<file path="config.mk">
export PLATFORM = sky130hd
export DESIGN_NAME = axi_mem_arbiter_flat
export DESIGN_NICKNAME = d
export VERILOG_FILES = /design/src/rtl/axi_mem_arbiter_pkg.sv /design/src/rtl/axi_mem_arbiter_if.sv /design/src/rtl/axi_rr_grant.sv /design/src/rtl/axi_mem_arbiter.sv /design/src/flat_wrapper.sv
export SDC_FILE = /design/constraint.sdc
export NUM_CORES = 1
export LEC_CHECK = 0
export CAP_MARGIN = 20
export CELL_PAD_IN_SITES_DETAIL_PLACEMENT = 1
export CELL_PAD_IN_SITES_GLOBAL_PLACEMENT = 1
export CORE_AREA = 2 2 179 181
export CTS_CLUSTER_DIAMETER = 80
export DETAILED_ROUTE_END_ITERATION = 8
export DIE_AREA = 0 0 181 183
export PLACE_DENSITY = 0.72
export RECOVER_POWER = 100
export SYNTH_ARGS = -nofsm -noshare
export SYNTH_HDL_FRONTEND = slang
export SYNTH_SLANG_ARGS = --single-unit
</file>
<file path="constraint.sdc">
create_clock -name clock -period 2.5 [get_ports clock]
set_clock_uncertainty 0.05 [all_clocks]
set_input_delay 0.25 -clock clock [delete_from_list [all_inputs] [get_ports clock]]
set_output_delay 0.25 -clock clock [all_outputs]
set_load 0.05 [all_outputs]
</file>
<file path="src/rtl/axi_mem_arbiter_pkg.sv">
// rtl/axi_mem_arbiter_pkg.sv - shared constants for the two-master AXI4-Lite memory arbiter
package axi_mem_arbiter_pkg;

    typedef logic [1:0] arb_state_t;

    // Arbiter FSM encodings
    localparam arb_state_t ARB_IDLE   = 2'b00;
    localparam arb_state_t ARB_IFU_RD = 2'b01;
    localparam arb_state_t ARB_LSU_RD = 2'b10;
    localparam arb_state_t ARB_LSU_WR = 2'b11;

    // AXI response codes
    localparam logic [1:0] AXI_RESP_OKAY   = 2'b00;
    localparam logic [1:0] AXI_RESP_SLVERR = 2'b10;

    // AXI size code for a 4-byte access; instruction fetch is always a full word
    localparam logic [2:0] AXI_SIZE_4B = 3'b010;

endpackage

</file>
<file path="src/rtl/axi_mem_arbiter_if.sv">
// rtl/axi_mem_arbiter_if.sv - single-beat AXI4-Lite bus bundle used on both sides of the arbiter
interface axi_mem_arbiter_if #(
    parameter int ADDR_LEN = 32,
    parameter int DATA_LEN = 32
);
    logic [ADDR_LEN-1:0]   araddr;
    logic [2:0]            arsize;
    logic                  arvalid;
    logic                  arready;
    logic [DATA_LEN-1:0]   rdata;
    logic [1:0]            rresp;
    logic                  rvalid;
    logic                  rready;
    logic [ADDR_LEN-1:0]   awaddr;
    logic [2:0]            awsize;
    logic                  awvalid;
    logic                  awready;
    logic [DATA_LEN-1:0]   wdata;
    logic [DATA_LEN/8-1:0] wstrb;
    logic                  wvalid;
    logic                  wready;
    logic [1:0]            bresp;
    logic                  bvalid;
    logic                  bready;

    modport master (
        output araddr, arsize, arvalid, input arready,
        input  rdata, rresp, rvalid, output rready,
        output awaddr, awsize, awvalid, input awready,
        output wdata, wstrb, wvalid, input wready,
        input  bresp, bvalid, output bready
    );

    modport slave (
        input  araddr, arsize, arvalid, output arready,
        output rdata, rresp, rvalid, input rready,
        input  awaddr, awsize, awvalid, output awready,
        input  wdata, wstrb, wvalid, output wready,
        output bresp, bvalid, input bready
    );
endinterface

</file>
<file path="src/rtl/axi_rr_grant.sv">
// rtl/axi_rr_grant.sv - two-requester round-robin picker (bit 0 = IFU, bit 1 = LSU)
module axi_rr_grant (
    input  logic       clock,
    input  logic       reset,
    input  logic [1:0] req,
    input  logic       advance,
    output logic [1:0] grant
);
    logic last_lsu;

    // On a tie hand the grant to whoever did not win last time; otherwise pass the sole requester through.
    always_comb begin
        grant = req;
        if (req[0] && req[1]) begin
            grant = last_lsu ? 2'b01 : 2'b10;
        end
    end

    // Remember the winner of every grant actually taken; reset favours the LSU on the first tie.
    always_ff @(posedge clock) begin
        if (reset) begin
            last_lsu <= 1'b0;
        end else if (advance && (grant != 2'b00)) begin
            last_lsu <= grant[1];
        end
    end
endmodule

</file>
<file path="src/rtl/axi_mem_arbiter.sv">
// rtl/axi_mem_arbiter.sv - shares one AXI4-Lite memory port between instruction fetch and load/store
module axi_mem_arbiter
    import axi_mem_arbiter_pkg::*;
(
    input  logic               clock,
    input  logic               reset,
    axi_mem_arbiter_if.slave   ifu,
    axi_mem_arbiter_if.slave   lsu,
    axi_mem_arbiter_if.master  mem
);
    arb_state_t state;
    logic [1:0] req;
    logic [1:0] grant;
    logic       lsu_wr_req;
    logic       aw_done;
    logic       w_done;
    logic       r_done;
    logic       b_done;
    logic       unused_ifu_write;

    // The fetch master never writes; its write channels and size field are ignored.
    assign unused_ifu_write = ^{ifu.arsize, ifu.awaddr, ifu.awsize, ifu.awvalid,
                                ifu.wdata, ifu.wstrb, ifu.wvalid, ifu.bready};

    assign lsu_wr_req = lsu.awvalid & lsu.wvalid;
    assign req        = {lsu.arvalid | lsu_wr_req, ifu.arvalid};
    assign r_done     = mem.rvalid & mem.rready;
    assign b_done     = mem.bvalid & mem.bready;

    axi_rr_grant u_grant (
        .clock   (clock),
        .reset   (reset),
        .req     (req),
        .advance (state == ARB_IDLE),
        .grant   (grant)
    );

    // Grant from IDLE, hold until the response handshake of the granted transaction.
    always_ff @(posedge clock) begin
        if (reset) begin
            state <= ARB_IDLE;
        end else begin
            case (state)
                ARB_IDLE: begin
                    if (grant[1]) begin
                        state <= lsu_wr_req ? ARB_LSU_WR : ARB_LSU_RD;
                    end else if (grant[0]) begin
                        state <= ARB_IFU_RD;
                    end
                end
                ARB_IFU_RD, ARB_LSU_RD: begin
                    if (r_done) state <= ARB_IDLE;
                end
                default: begin
                    if (b_done) state <= ARB_IDLE;
                end
            endcase
        end
    end

    // Track AW and W acceptance separately so a slave taking them in different cycles sees each once.
    always_ff @(posedge clock) begin
        if (reset || b_done) begin
            aw_done <= 1'b0;
            w_done  <= 1'b0;
        end else if (state == ARB_LSU_WR) begin
            if (mem.awvalid && mem.awready) aw_done <= 1'b1;
            if (mem.wvalid && mem.wready)   w_done  <= 1'b1;
        end
    end

    // Steer the granted master onto the slave port; everything else is held at zero.
    always_comb begin
        mem.araddr  = '0;
        mem.arsize  = '0;
        mem.arvalid = 1'b0;
        mem.rready  = 1'b0;
        mem.awaddr  = '0;
        mem.awsize  = '0;
        mem.awvalid = 1'b0;
        mem.wdata   = '0;
        mem.wstrb   = '0;
        mem.wvalid  = 1'b0;
        mem.bready  = 1'b0;
        ifu.arready = 1'b0;
        ifu.rdata   = '0;
        ifu.rresp   = AXI_RESP_OKAY;
        ifu.rvalid  = 1'b0;
        ifu.awready = 1'b0;
        ifu.wready  = 1'b0;
        ifu.bresp   = AXI_RESP_OKAY;
        ifu.bvalid  = 1'b0;
        lsu.arready = 1'b0;
        lsu.rdata   = '0;
        lsu.rresp   = AXI_RESP_OKAY;
        lsu.rvalid  = 1'b0;
        lsu.awready = 1'b0;
        lsu.wready  = 1'b0;
        lsu.bresp   = AXI_RESP_OKAY;
        lsu.bvalid  = 1'b0;
        case (state)
            ARB_IFU_RD: begin
                mem.araddr  = ifu.araddr;
                mem.arsize  = AXI_SIZE_4B;
                mem.arvalid = ifu.arvalid;
                ifu.arready = mem.arready;
                ifu.rdata   = mem.rdata;
                ifu.rresp   = mem.rresp;
                ifu.rvalid  = mem.rvalid;
                mem.rready  = ifu.rready;
            end
            ARB_LSU_RD: begin
                mem.araddr  = lsu.araddr;
                mem.arsize  = lsu.arsize;
                mem.arvalid = lsu.arvalid;
                lsu.arready = mem.arready;
                lsu.rdata   = mem.rdata;
                lsu.rresp   = mem.rresp;
                lsu.rvalid  = mem.rvalid;
                mem.rready  = lsu.rready;
            end
            ARB_LSU_WR: begin
                mem.awaddr  = lsu.awaddr;
                mem.awsize  = lsu.awsize;
                mem.awvalid = lsu.awvalid & ~aw_done;
                lsu.awready = mem.awready & ~aw_done;
                mem.wdata   = lsu.wdata;
                mem.wstrb   = lsu.wstrb;
                mem.wvalid  = lsu.wvalid & ~w_done;
                lsu.wready  = mem.wready & ~w_done;
                lsu.bresp   = mem.bresp;
                lsu.bvalid  = mem.bvalid;
                mem.bready  = lsu.bready;
            end
            default: ;
        endcase
    end
endmodule

</file>
<file path="src/flat_wrapper.sv">
// flat-port wrapper written by rule: the top's interface ports become plain ports
module axi_mem_arbiter_flat import axi_mem_arbiter_pkg::*;
  (clock, reset, ifu_araddr, ifu_arsize, ifu_arvalid, ifu_arready, ifu_rdata, ifu_rresp, ifu_rvalid, ifu_rready, ifu_awaddr, ifu_awsize, ifu_awvalid, ifu_awready, ifu_wdata, ifu_wstrb, ifu_wvalid, ifu_wready, ifu_bresp, ifu_bvalid, ifu_bready, lsu_araddr, lsu_arsize, lsu_arvalid, lsu_arready, lsu_rdata, lsu_rresp, lsu_rvalid, lsu_rready, lsu_awaddr, lsu_awsize, lsu_awvalid, lsu_awready, lsu_wdata, lsu_wstrb, lsu_wvalid, lsu_wready, lsu_bresp, lsu_bvalid, lsu_bready, mem_araddr, mem_arsize, mem_arvalid, mem_arready, mem_rdata, mem_rresp, mem_rvalid, mem_rready, mem_awaddr, mem_awsize, mem_awvalid, mem_awready, mem_wdata, mem_wstrb, mem_wvalid, mem_wready, mem_bresp, mem_bvalid, mem_bready);
  axi_mem_arbiter_if ifu_i ();
  axi_mem_arbiter_if lsu_i ();
  axi_mem_arbiter_if mem_i ();
  input  logic clock;
  input  logic reset;
  input wire logic [$bits(ifu_i.araddr)-1:0] ifu_araddr;
  input wire logic [$bits(ifu_i.arsize)-1:0] ifu_arsize;
  input wire logic [$bits(ifu_i.arvalid)-1:0] ifu_arvalid;
  output wire logic [$bits(ifu_i.arready)-1:0] ifu_arready;
  output wire logic [$bits(ifu_i.rdata)-1:0] ifu_rdata;
  output wire logic [$bits(ifu_i.rresp)-1:0] ifu_rresp;
  output wire logic [$bits(ifu_i.rvalid)-1:0] ifu_rvalid;
  input wire logic [$bits(ifu_i.rready)-1:0] ifu_rready;
  input wire logic [$bits(ifu_i.awaddr)-1:0] ifu_awaddr;
  input wire logic [$bits(ifu_i.awsize)-1:0] ifu_awsize;
  input wire logic [$bits(ifu_i.awvalid)-1:0] ifu_awvalid;
  output wire logic [$bits(ifu_i.awready)-1:0] ifu_awready;
  input wire logic [$bits(ifu_i.wdata)-1:0] ifu_wdata;
  input wire logic [$bits(ifu_i.wstrb)-1:0] ifu_wstrb;
  input wire logic [$bits(ifu_i.wvalid)-1:0] ifu_wvalid;
  output wire logic [$bits(ifu_i.wready)-1:0] ifu_wready;
  output wire logic [$bits(ifu_i.bresp)-1:0] ifu_bresp;
  output wire logic [$bits(ifu_i.bvalid)-1:0] ifu_bvalid;
  input wire logic [$bits(ifu_i.bready)-1:0] ifu_bready;
  input wire logic [$bits(lsu_i.araddr)-1:0] lsu_araddr;
  input wire logic [$bits(lsu_i.arsize)-1:0] lsu_arsize;
  input wire logic [$bits(lsu_i.arvalid)-1:0] lsu_arvalid;
  output wire logic [$bits(lsu_i.arready)-1:0] lsu_arready;
  output wire logic [$bits(lsu_i.rdata)-1:0] lsu_rdata;
  output wire logic [$bits(lsu_i.rresp)-1:0] lsu_rresp;
  output wire logic [$bits(lsu_i.rvalid)-1:0] lsu_rvalid;
  input wire logic [$bits(lsu_i.rready)-1:0] lsu_rready;
  input wire logic [$bits(lsu_i.awaddr)-1:0] lsu_awaddr;
  input wire logic [$bits(lsu_i.awsize)-1:0] lsu_awsize;
  input wire logic [$bits(lsu_i.awvalid)-1:0] lsu_awvalid;
  output wire logic [$bits(lsu_i.awready)-1:0] lsu_awready;
  input wire logic [$bits(lsu_i.wdata)-1:0] lsu_wdata;
  input wire logic [$bits(lsu_i.wstrb)-1:0] lsu_wstrb;
  input wire logic [$bits(lsu_i.wvalid)-1:0] lsu_wvalid;
  output wire logic [$bits(lsu_i.wready)-1:0] lsu_wready;
  output wire logic [$bits(lsu_i.bresp)-1:0] lsu_bresp;
  output wire logic [$bits(lsu_i.bvalid)-1:0] lsu_bvalid;
  input wire logic [$bits(lsu_i.bready)-1:0] lsu_bready;
  output wire logic [$bits(mem_i.araddr)-1:0] mem_araddr;
  output wire logic [$bits(mem_i.arsize)-1:0] mem_arsize;
  output wire logic [$bits(mem_i.arvalid)-1:0] mem_arvalid;
  input wire logic [$bits(mem_i.arready)-1:0] mem_arready;
  input wire logic [$bits(mem_i.rdata)-1:0] mem_rdata;
  input wire logic [$bits(mem_i.rresp)-1:0] mem_rresp;
  input wire logic [$bits(mem_i.rvalid)-1:0] mem_rvalid;
  output wire logic [$bits(mem_i.rready)-1:0] mem_rready;
  output wire logic [$bits(mem_i.awaddr)-1:0] mem_awaddr;
  output wire logic [$bits(mem_i.awsize)-1:0] mem_awsize;
  output wire logic [$bits(mem_i.awvalid)-1:0] mem_awvalid;
  input wire logic [$bits(mem_i.awready)-1:0] mem_awready;
  output wire logic [$bits(mem_i.wdata)-1:0] mem_wdata;
  output wire logic [$bits(mem_i.wstrb)-1:0] mem_wstrb;
  output wire logic [$bits(mem_i.wvalid)-1:0] mem_wvalid;
  input wire logic [$bits(mem_i.wready)-1:0] mem_wready;
  input wire logic [$bits(mem_i.bresp)-1:0] mem_bresp;
  input wire logic [$bits(mem_i.bvalid)-1:0] mem_bvalid;
  output wire logic [$bits(mem_i.bready)-1:0] mem_bready;
  assign ifu_i.araddr = ifu_araddr;
  assign ifu_i.arsize = ifu_arsize;
  assign ifu_i.arvalid = ifu_arvalid;
  assign ifu_arready = ifu_i.arready;
  assign ifu_rdata = ifu_i.rdata;
  assign ifu_rresp = ifu_i.rresp;
  assign ifu_rvalid = ifu_i.rvalid;
  assign ifu_i.rready = ifu_rready;
  assign ifu_i.awaddr = ifu_awaddr;
  assign ifu_i.awsize = ifu_awsize;
  assign ifu_i.awvalid = ifu_awvalid;
  assign ifu_awready = ifu_i.awready;
  assign ifu_i.wdata = ifu_wdata;
  assign ifu_i.wstrb = ifu_wstrb;
  assign ifu_i.wvalid = ifu_wvalid;
  assign ifu_wready = ifu_i.wready;
  assign ifu_bresp = ifu_i.bresp;
  assign ifu_bvalid = ifu_i.bvalid;
  assign ifu_i.bready = ifu_bready;
  assign lsu_i.araddr = lsu_araddr;
  assign lsu_i.arsize = lsu_arsize;
  assign lsu_i.arvalid = lsu_arvalid;
  assign lsu_arready = lsu_i.arready;
  assign lsu_rdata = lsu_i.rdata;
  assign lsu_rresp = lsu_i.rresp;
  assign lsu_rvalid = lsu_i.rvalid;
  assign lsu_i.rready = lsu_rready;
  assign lsu_i.awaddr = lsu_awaddr;
  assign lsu_i.awsize = lsu_awsize;
  assign lsu_i.awvalid = lsu_awvalid;
  assign lsu_awready = lsu_i.awready;
  assign lsu_i.wdata = lsu_wdata;
  assign lsu_i.wstrb = lsu_wstrb;
  assign lsu_i.wvalid = lsu_wvalid;
  assign lsu_wready = lsu_i.wready;
  assign lsu_bresp = lsu_i.bresp;
  assign lsu_bvalid = lsu_i.bvalid;
  assign lsu_i.bready = lsu_bready;
  assign mem_araddr = mem_i.araddr;
  assign mem_arsize = mem_i.arsize;
  assign mem_arvalid = mem_i.arvalid;
  assign mem_i.arready = mem_arready;
  assign mem_i.rdata = mem_rdata;
  assign mem_i.rresp = mem_rresp;
  assign mem_i.rvalid = mem_rvalid;
  assign mem_rready = mem_i.rready;
  assign mem_awaddr = mem_i.awaddr;
  assign mem_awsize = mem_i.awsize;
  assign mem_awvalid = mem_i.awvalid;
  assign mem_i.awready = mem_awready;
  assign mem_wdata = mem_i.wdata;
  assign mem_wstrb = mem_i.wstrb;
  assign mem_wvalid = mem_i.wvalid;
  assign mem_i.wready = mem_wready;
  assign mem_i.bresp = mem_bresp;
  assign mem_i.bvalid = mem_bvalid;
  assign mem_bready = mem_i.bready;
  axi_mem_arbiter u_core (.clock(clock), .reset(reset), .ifu(ifu_i), .lsu(lsu_i), .mem(mem_i));
endmodule
</file>
### After elaboration in Yosys (flattened, before gate mapping)

Index checks and enable logic that the tools add are counted.

| cells by class | value |
|---|---|
| equality and inequality tests | 5 |
| multiplexer cells | 31 |
| bitwise operators | 10 |
| reductions and logical operators | 12 |

Operators with widths:

| kind | number |
|---|---|
| 32-bit 2-to-1 mux | 4 |
| 32-bit one-hot mux with 2 select lines | 1 |
| 2-bit 2-to-1 mux | 9 |
| 1-bit 2-to-1 mux | 11 |
| 1-bit AND | 7 |
| 3-bit one-hot mux with 2 select lines | 1 |
| 2-bit equality test (second input constant) | 2 |
| 1-bit logical AND | 4 |
| 4-bit 2-to-1 mux | 1 |
| 1-bit one-hot mux with 2 select lines | 2 |
| 2-bit one-hot mux with 2 select lines | 1 |
| 2-bit AND reduction | 2 |
| 3-bit 2-to-1 mux | 1 |
| 3-bit by 1-bit != test with 1-bit output (second input constant) | 1 |
| 3-bit AND reduction | 1 |
| 3-bit nonzero test | 1 |
| 2-bit by 1-bit equality test with 1-bit output (second input constant) | 1 |
| 2-bit zero test | 1 |
| 2-bit by 1-bit != test with 1-bit output (second input constant) | 1 |
| 1-bit NOT | 2 |
| 2-bit nonzero test | 1 |
| 2-bit OR reduction | 1 |
| 1-bit logical OR | 1 |
| 1-bit OR | 1 |

| word-level totals | value |
|---|---|
| register bits | 5 |
| input bits | 265 |
| output and inout bits | 193 |
| logic and storage cells | 62 |

### Logic depth before layout (Yosys ltp)

Gate-level depths: netlist (run 1).

| depth | value |
|---|---|
| depth in word-level cells | 7 |
| depth in mapped cells | 7 |
| depth with buffers taken out | 6 |

### Hierarchy

A second synthesis (run 1) with hierarchy kept.

| unflattened totals | value |
|---|---|
| cells, all modules | 292 |
| area, all modules | 1948.1 um2 |

Modules (own cells, without submodules):

| module | times used | cells an instance | area each (um2) | sequential area each (um2) |
|---|---|---|---|---|
| axi_mem_arbiter | 1 | 285 | 1883.1 | 80.1 |
| axi_rr_grant | 1 | 7 | 65.1 | 20.0 |

### Least setup slack after synthesis (run 1)

Ideal clock, no wire load.

| timing path | value |
|---|---|
| path type | register -> output |
| start | register u_core.state[0] |
| end | output mem_araddr[10] |
| data arrival time | 1.888 ns |
| data required time | 2.200 ns |
| setup slack | 0.312 ns |
| stages on the path, launching flop included | 6 |
| buffers on the path | 2 |
| path through | dfxtp_1 -> inv_1 -> ha_1 -> clkbuf_1 -> clkbuf_1 -> nor2b_1 |

| between the ends | value |
|---|---|
| longest elaborated chain between the ends | 2 |
| elaborated cells on any way between the ends | 3 |
| classes of those cells | 2 x eq/ne; 1 x mux |

Ends and longest elaborated chain:

| element | line | RTL |
|---|---|---|
| start, declared | axi_mem_arbiter.sv:11 | `arb_state_t state;` |
| start signal, assigned | axi_mem_arbiter.sv:46 | `state <= lsu_wr_req ? ARB_LSU_WR : ARB_LSU_RD;` |
| 2-bit equality test or 2-bit by 1-bit equality test with 1-bit output (tied branches) | axi_mem_arbiter.sv:101 | `case (state)` |
| 32-bit one-hot mux with 2 select lines (*) | axi_mem_arbiter.sv:101 |  |
| end, declared | flat_wrapper.sv:47 | `output wire logic [$bits(mem_i.araddr)-1:0] mem_araddr;` |

Every way passes the cells marked *; elsewhere a longest branch is shown, timed or not.

### Final worst setup path (run 1)

| timing path | value |
|---|---|
| start | register u_core.state[0] |
| end | output mem_araddr[17] |

Same word-level chain as after synthesis.

==> reports/metrics.cfg, run 1 <==
[sta]
fin_tns_setup_ps=0
slew_headroom_pct=55.7
slew_violations=0
setup_viol=0
rsz0062_at_grt=false
min_period_ps=2310
period_share_pct=92.4
worst_slew_pin_slew_ps=667
fmax_mhz=433
hold_viol=0

[min_path]
holdPathEnd=u_core.aw_done
min_from=u_core.aw_done
min_path_cells=2
hold_path_class=flop to flop

[synthesis]
synth-seq-area-share_pct=5.19
synthMuxAreaShare_pct=0.779
synthAdderAreaFrac_pct=3.25
netlist_area_um2=1930
synth_seq_cells=5
synth_compound_gate_area_share_pct=17.4
yosys.cell_types.count=27
synth.area.top_cells=and2_1 48%, a22oi_1 13%, nor2b_1 12%
synthXorXnorAreaFrac_pct=0
syn_inst=292
yosys.area.top_type=and2_1
synth_top_family_by_area=simple AND/OR/NAND/NOR gates
yosys_warnings=0
synth_top_area_share_pct=48.4
synth_simple_gate_area_share_pct=64.7
synth_area_per_cell_um2=6.60

[layout]
final-seq-area_um2=100
fillers=3564
syn_to_final_growth_pct=296
num-nets-final=921
mostFrequentLayoutCell=clkdlybuf4s50_1
drive_gt1_share_pct=30.3
multi_input_area_um2=1670
diodes=0
most-common-layout-cells=187 x clkdlybuf4s50_1, 160 x buf_12, 140 x and2_0, 36 x nor2b_1, 34 x a22oi_1

[floorplan]
ios=458
die_y_um=183
rows=65
start_util_pct=6.17
die_w_um=181
dieArea_um2=33100
core_area_um2=31200

[critical_path]
cp_num_buf_inv=3
cp_cell_sequence=inv_1 -> ha_2 -> clkbuf_2 -> a22oi_1 -> nor2b_1 -> buf_12
cp-end-kind=output pin
cp_slowest_cell=ha_2
cp_max_fo=16
max_stage_delay_ps=470
reg2reg_depth=6
ff2ff_setup_slack_ps=280
path_class=flop to output pin
required_ps=2200
cp.arrival_ps=2010
reg2reg_to=u_core.state[1]
critPathTopFamily=buffers and inverters
startpoint_type=flop
r2r-start=u_core.state[0]

[cts]
post_cts_buffers=0
clk_latency_ps=230
cts_root_buf=clkbuf_16
cts_tree=done
cts_hold_buf=0
numCtsBuffers=3
clkTransAtPathRegs_ps=40
clockBufferDepth=2
htree_levels=1
cts.sinks=5
cts_resized=0

[power]
pwr-share-seq_pct=2.6
switching_power_mw=2.39
switching_share_pct=52.6
finalPower_mw=4.54
peakVddDrop_v=0.000278
leakagePower_nw=2.82
p_clk_share_pct=5.9
powerDensity_nw_per_um2=596
p_comb_share_pct=91.6
intPower_mw=2.15

[global_routing]
track_usage_pct=8.69
grt_pass1_vias=3626
grt_pass1_wl_mm=22.2
antenna_found_initial=2
grt_max_degree=74
overflow=0

[detailed_routing]
vias=3449
drt_iter0_drc=99
routed.top_layer=met5
wire_per_inst_um=14.5
route.layer.met1.wl_mm=5.24
drtPass1Iterations=4
ant_nets=0
met3_length_mm=1.52
wl_met2_mm=8.41
route.detailed.drc=0
wl_mm=15.3
routed_via_density=3.28

[place]
io_buffer_count=375
dp_hpwl_mm=13.8
gp_congestion=0.737

[job]
drv_cap=0

[outcome]
status=completed

-- cell usage after synthesis, drive strengths merged --
cell,n
clkbuf,25
inv,3
buf,8
a31oi,1
nand2,1
nand2b,1
a22oi,34
nand3b,1
a21oi,4
o2bb2ai,1
or2b,1
and3b,4
conb,1
dfxtp,5
mux2,1
nor2,5
o21a,1
nor2b,36
and2,149
a221oi,1
ha,5
a22o,1
nand3,2
a2111oi,1
-- layout make-up --
cell class / instances / area share, %
Clock buffer: 3 / 0.985
Clock inverter: 1 / 0.0656
Inverter: 3 / 0.148
Multi-Input combinational cell: 255 / 21.9
Sequential cell: 5 / 1.31
Tap cell: 402 / 6.60
Timing Repair Buffer: 383 / 69.0
-- registers in the layout, summed over array words and instances, names as in the netlist --
signal / cells
u_core.u_grant.last_lsu: 1
u_core.w_done: 1
u_core.aw_done: 1
u_core.state: 2
-- power groups by stage --
stage                     Clock (mW)  Combinational [mW]  Sequential [mW]
after global routing           0.284                4.36            0.121
after floorplan                    0                2.20            0.112
after global placement             0                4.48            0.117
final                          0.266                4.16            0.117
after CTS                      0.272                4.53            0.118
after detailed placement           0                4.53            0.119
-- how the worst max path moves through the flow --
stage | startpoint | to | slack, ps | cells after the start
after CTS | u_core.state[0] | mem_araddr[7] | 150 | 5
after detailed placement | u_core.state[0] | u_core.state[1] | 390 | 6
after floorplan | u_core.state[0] | mem_araddr[10] | 310 | 5
after global routing | u_core.state[0] | mem_araddr[18] | 20 | 5
after global placement | u_core.state[0] | u_core.state[1] | 450 | 6
final | u_core.state[0] | mem_araddr[17] | 190 | 6
-- metrics by stage --
step	hold WS (ps)	setup WS [ps]	utilization, %	cell area, um2	instances
2_1_floorplan	298	312	-	1940	296
3_3_place_gp	416	450	25.6	8000	1048
3_5_place_dp	446	392	25.6	8000	1048
4_1_cts	453	149	25.9	8080	1052
5_1_grt	484	16.5	24.4	7620	1052
6_report	436	190	24.4	7620	1052
-- worst reg2reg max path, cell delays in order, from the launching register on --
cell	delay [ps]
dfxtp_1	340
inv_1	120
ha_2	470
a22oi_1	220
a221oi_1	430
nand2_1	140
mux2_1	330
-- logic make-up (layout without fill, tap and decap cells) --
kind of cell             count (synthesis)  after routing
other                                    1              5
AO/OA/AOI/OAI                           44             44
multiplexers                             1              1
AND/OR/NAND/NOR                        200            200
adder cells (fa/ha/maj)                  5              5
flip-flops                               5              5
buffers and inverters                   36            390
-- layer usage --
| layer | vias up | GRT usage, % |
|---|---|---|
| met5 | - | 0 |
| met4 | 2 | 1.11 |
| met3 | 8 | 2.78 |
| met2 | 234 | 17.6 |
| met1 | 1559 | 8.79 |
| li1 | 1646 | - |
Note: power is estimated with default switching activity, not from simulation.
==> inputs of run 2 (changes only) <==
--- a/config.mk
+++ b/config.mk
@@ -5,11 +5,12 @@
 export SDC_FILE = /design/constraint.sdc
 export NUM_CORES = 1
 export LEC_CHECK = 0
-export CAP_MARGIN = 20
+export CAP_MARGIN = 5
 export CELL_PAD_IN_SITES_DETAIL_PLACEMENT = 1
 export CELL_PAD_IN_SITES_GLOBAL_PLACEMENT = 1
 export CORE_AREA = 2 2 179 181
 export CTS_CLUSTER_DIAMETER = 80
+export CTS_CLUSTER_SIZE = 28
 export DETAILED_ROUTE_END_ITERATION = 8
 export DIE_AREA = 0 0 181 183
 export PLACE_DENSITY = 0.72
==> results of run 2 <==
Final layout, timing and power as in run 1 (identical DEF).
==> inputs of run 3 (changes only) <==
--- a/config.mk
+++ b/config.mk
@@ -7,13 +7,13 @@
 export LEC_CHECK = 0
 export CAP_MARGIN = 5
 export CELL_PAD_IN_SITES_DETAIL_PLACEMENT = 1
-export CELL_PAD_IN_SITES_GLOBAL_PLACEMENT = 1
+export CELL_PAD_IN_SITES_GLOBAL_PLACEMENT = 2
 export CORE_AREA = 2 2 179 181
 export CTS_CLUSTER_DIAMETER = 80
 export CTS_CLUSTER_SIZE = 28
 export DETAILED_ROUTE_END_ITERATION = 8
 export DIE_AREA = 0 0 181 183
-export PLACE_DENSITY = 0.72
+export PLACE_DENSITY = 0.95
 export RECOVER_POWER = 100
 export SYNTH_ARGS = -nofsm -noshare
 export SYNTH_HDL_FRONTEND = slang
==> run 3 against run 2 <==
Net effect: setup slack worse by 70 ps; first-iteration DRC count is 42% lower; highest routed layer unchanged; die area stayed put; clock power is 2% higher; worst hold slack worse by 2.9 ps; clock-buffer cell count is 1 higher; cell count hardly changed.
==> reports/metrics.cfg, run 3 (synthesis gave the netlist of run 1 again) <==
[critical_path]
cp.arrival_ps=2080
path_class=flop to output pin
startpoint_type=flop
ff2ff_setup_slack_ps=290
cp_max_fo=80
cp-end-kind=output pin
required_ps=2200

[floorplan]
core_area_um2=31200
ios=458
die_w_um=181
dieArea_um2=33100
start_util_pct=6.17
die_y_um=183
rows=65

[cts]
clkTransAtPathRegs_ps=30
numCtsBuffers=3
clk_latency_ps=230
cts_tree=done
post_cts_buffers=0
cts_root_buf=clkbuf_16
cts.sinks=5
htree_levels=1
clockBufferDepth=2

[power]
pwr-share-seq_pct=3.3
p_comb_share_pct=89.2
intPower_mw=1.38
leakagePower_nw=2.25
peakVddDrop_v=0.000243
p_clk_share_pct=7.5
switching_share_pct=61.6
powerDensity_nw_per_um2=643
switching_power_mw=2.21

[layout]
syn_to_final_growth_pct=189
drive_gt1_share_pct=19.9
diodes=0
top_register=u_core.state
post-route-util_pct=17.8
most-common-layout-cells=225 x clkdlybuf4s50_1, 124 x and2_1, 37 x clkbuf_2, 36 x nor2b_1, 35 x clkbuf_1
final_area_um2=5570
num-nets-final=920
largest_reg_flops=2
mostFrequentLayoutCell=clkdlybuf4s50_1

[sta]
hold_viol=0
fmax_mhz=420
fin_tns_setup_ps=0
slew_violations=0
rsz0062_at_grt=false
period_share_pct=95.2
slew_headroom_pct=53.2
setup_viol=0
min_period_ps=2380
worst_slew_pin_slew_ps=704
setup_ws_ps=120
hold_slack_ps=433

[detailed_routing]
vias=3482
wl_mm=14.7
wire_per_inst_um=14.0
route.detailed.drc=0
drtPass1Iterations=4
drt_iter0_drc=57
routed_via_density=3.31
ant_nets=0

[global_routing]
grt_pass1_wl_mm=21.2
antenna_found_initial=2
grt_max_degree=81
grt_pass1_vias=3631
overflow=0
track_usage_pct=8.11

[min_path]
hold_path_class=flop to flop

[place]
gp_congestion=0.723
pre_cts_slack_ps=328
io_buffer_count=375
placed_cell_area_um2=6230
dp_hpwl_mm=13.1

[outcome]
status=completed

[job]
drv_cap=0

## run 3: changes by cell type in the layout (fill, tap and decap cells not counted), moves of 8 or more
cell,before,now
clkbuf_2,29,37
buf_2,0,30
clkbuf_4,0,23
clkdlybuf4s50_1,187,225
clkbuf_1,4,35
buf_12,160,5
and2_0,140,25
and2_1,9,124
buf_4,2,26
## run 3: repair_timing
item,4_1_cts,5_1_grt
endpoints found under the setup margin,0,1
gates resized for setup,0,1
hold buffers,0,0
## run 3: power groups by stage
stage               Sequential, mW  Combinational, mW  Clock, mW
floorplan                    0.112               2.20          0
global placement             0.117               3.67          0
detailed placement           0.118               3.73          0
CTS                          0.117               3.74      0.273
global route                 0.120               3.38      0.276
finish                       0.117               3.20      0.270
## run 3: routing by layer
metal  routed length (um)  global-route usage [%]  vias up
li1                     -                       -     1645
met1                 5350                    8.86     1572
met2                 7570                    15.7      252
met3                 1620                    2.42       11
met4                  129                    1.07        2
met5                   18                       0        -
## run 3: final cells by class
cell class | instances | area [um2]
Timing Repair Buffer | 382 | 3200
Tap cell | 402 | 503
Sequential cell | 5 | 100
Clock buffer | 4 | 78.8
Inverter | 3 | 11.3
Multi-Input combinational cell | 255 | 1680
Fill cell | 3791 | 25700
## run 3: worst max-delay path: stages, from the launching register on
cell             delay [ps]
dfxtp_1                 390
ha_2                    220
buf_12                  210
and2_1                  170
clkdlybuf4s50_1         810
## run 3: path summary, 6_finish.rpt
kind                endpoint  cells after the start             from
max reg2reg  u_core.state[1]                      6  u_core.state[0]
min            u_core.w_done                      2    u_core.w_done
max           mem_awaddr[19]                      4  u_core.state[0]
min reg2reg    u_core.w_done                      2    u_core.w_done
## run 3: through the flow
step	power, mW	cells
after detailed placement	3.85	1047
after floorplan	2.31	296
final	3.58	1051
after global routing	3.78	1051
after global placement	3.79	1047
after CTS	4.12	1051
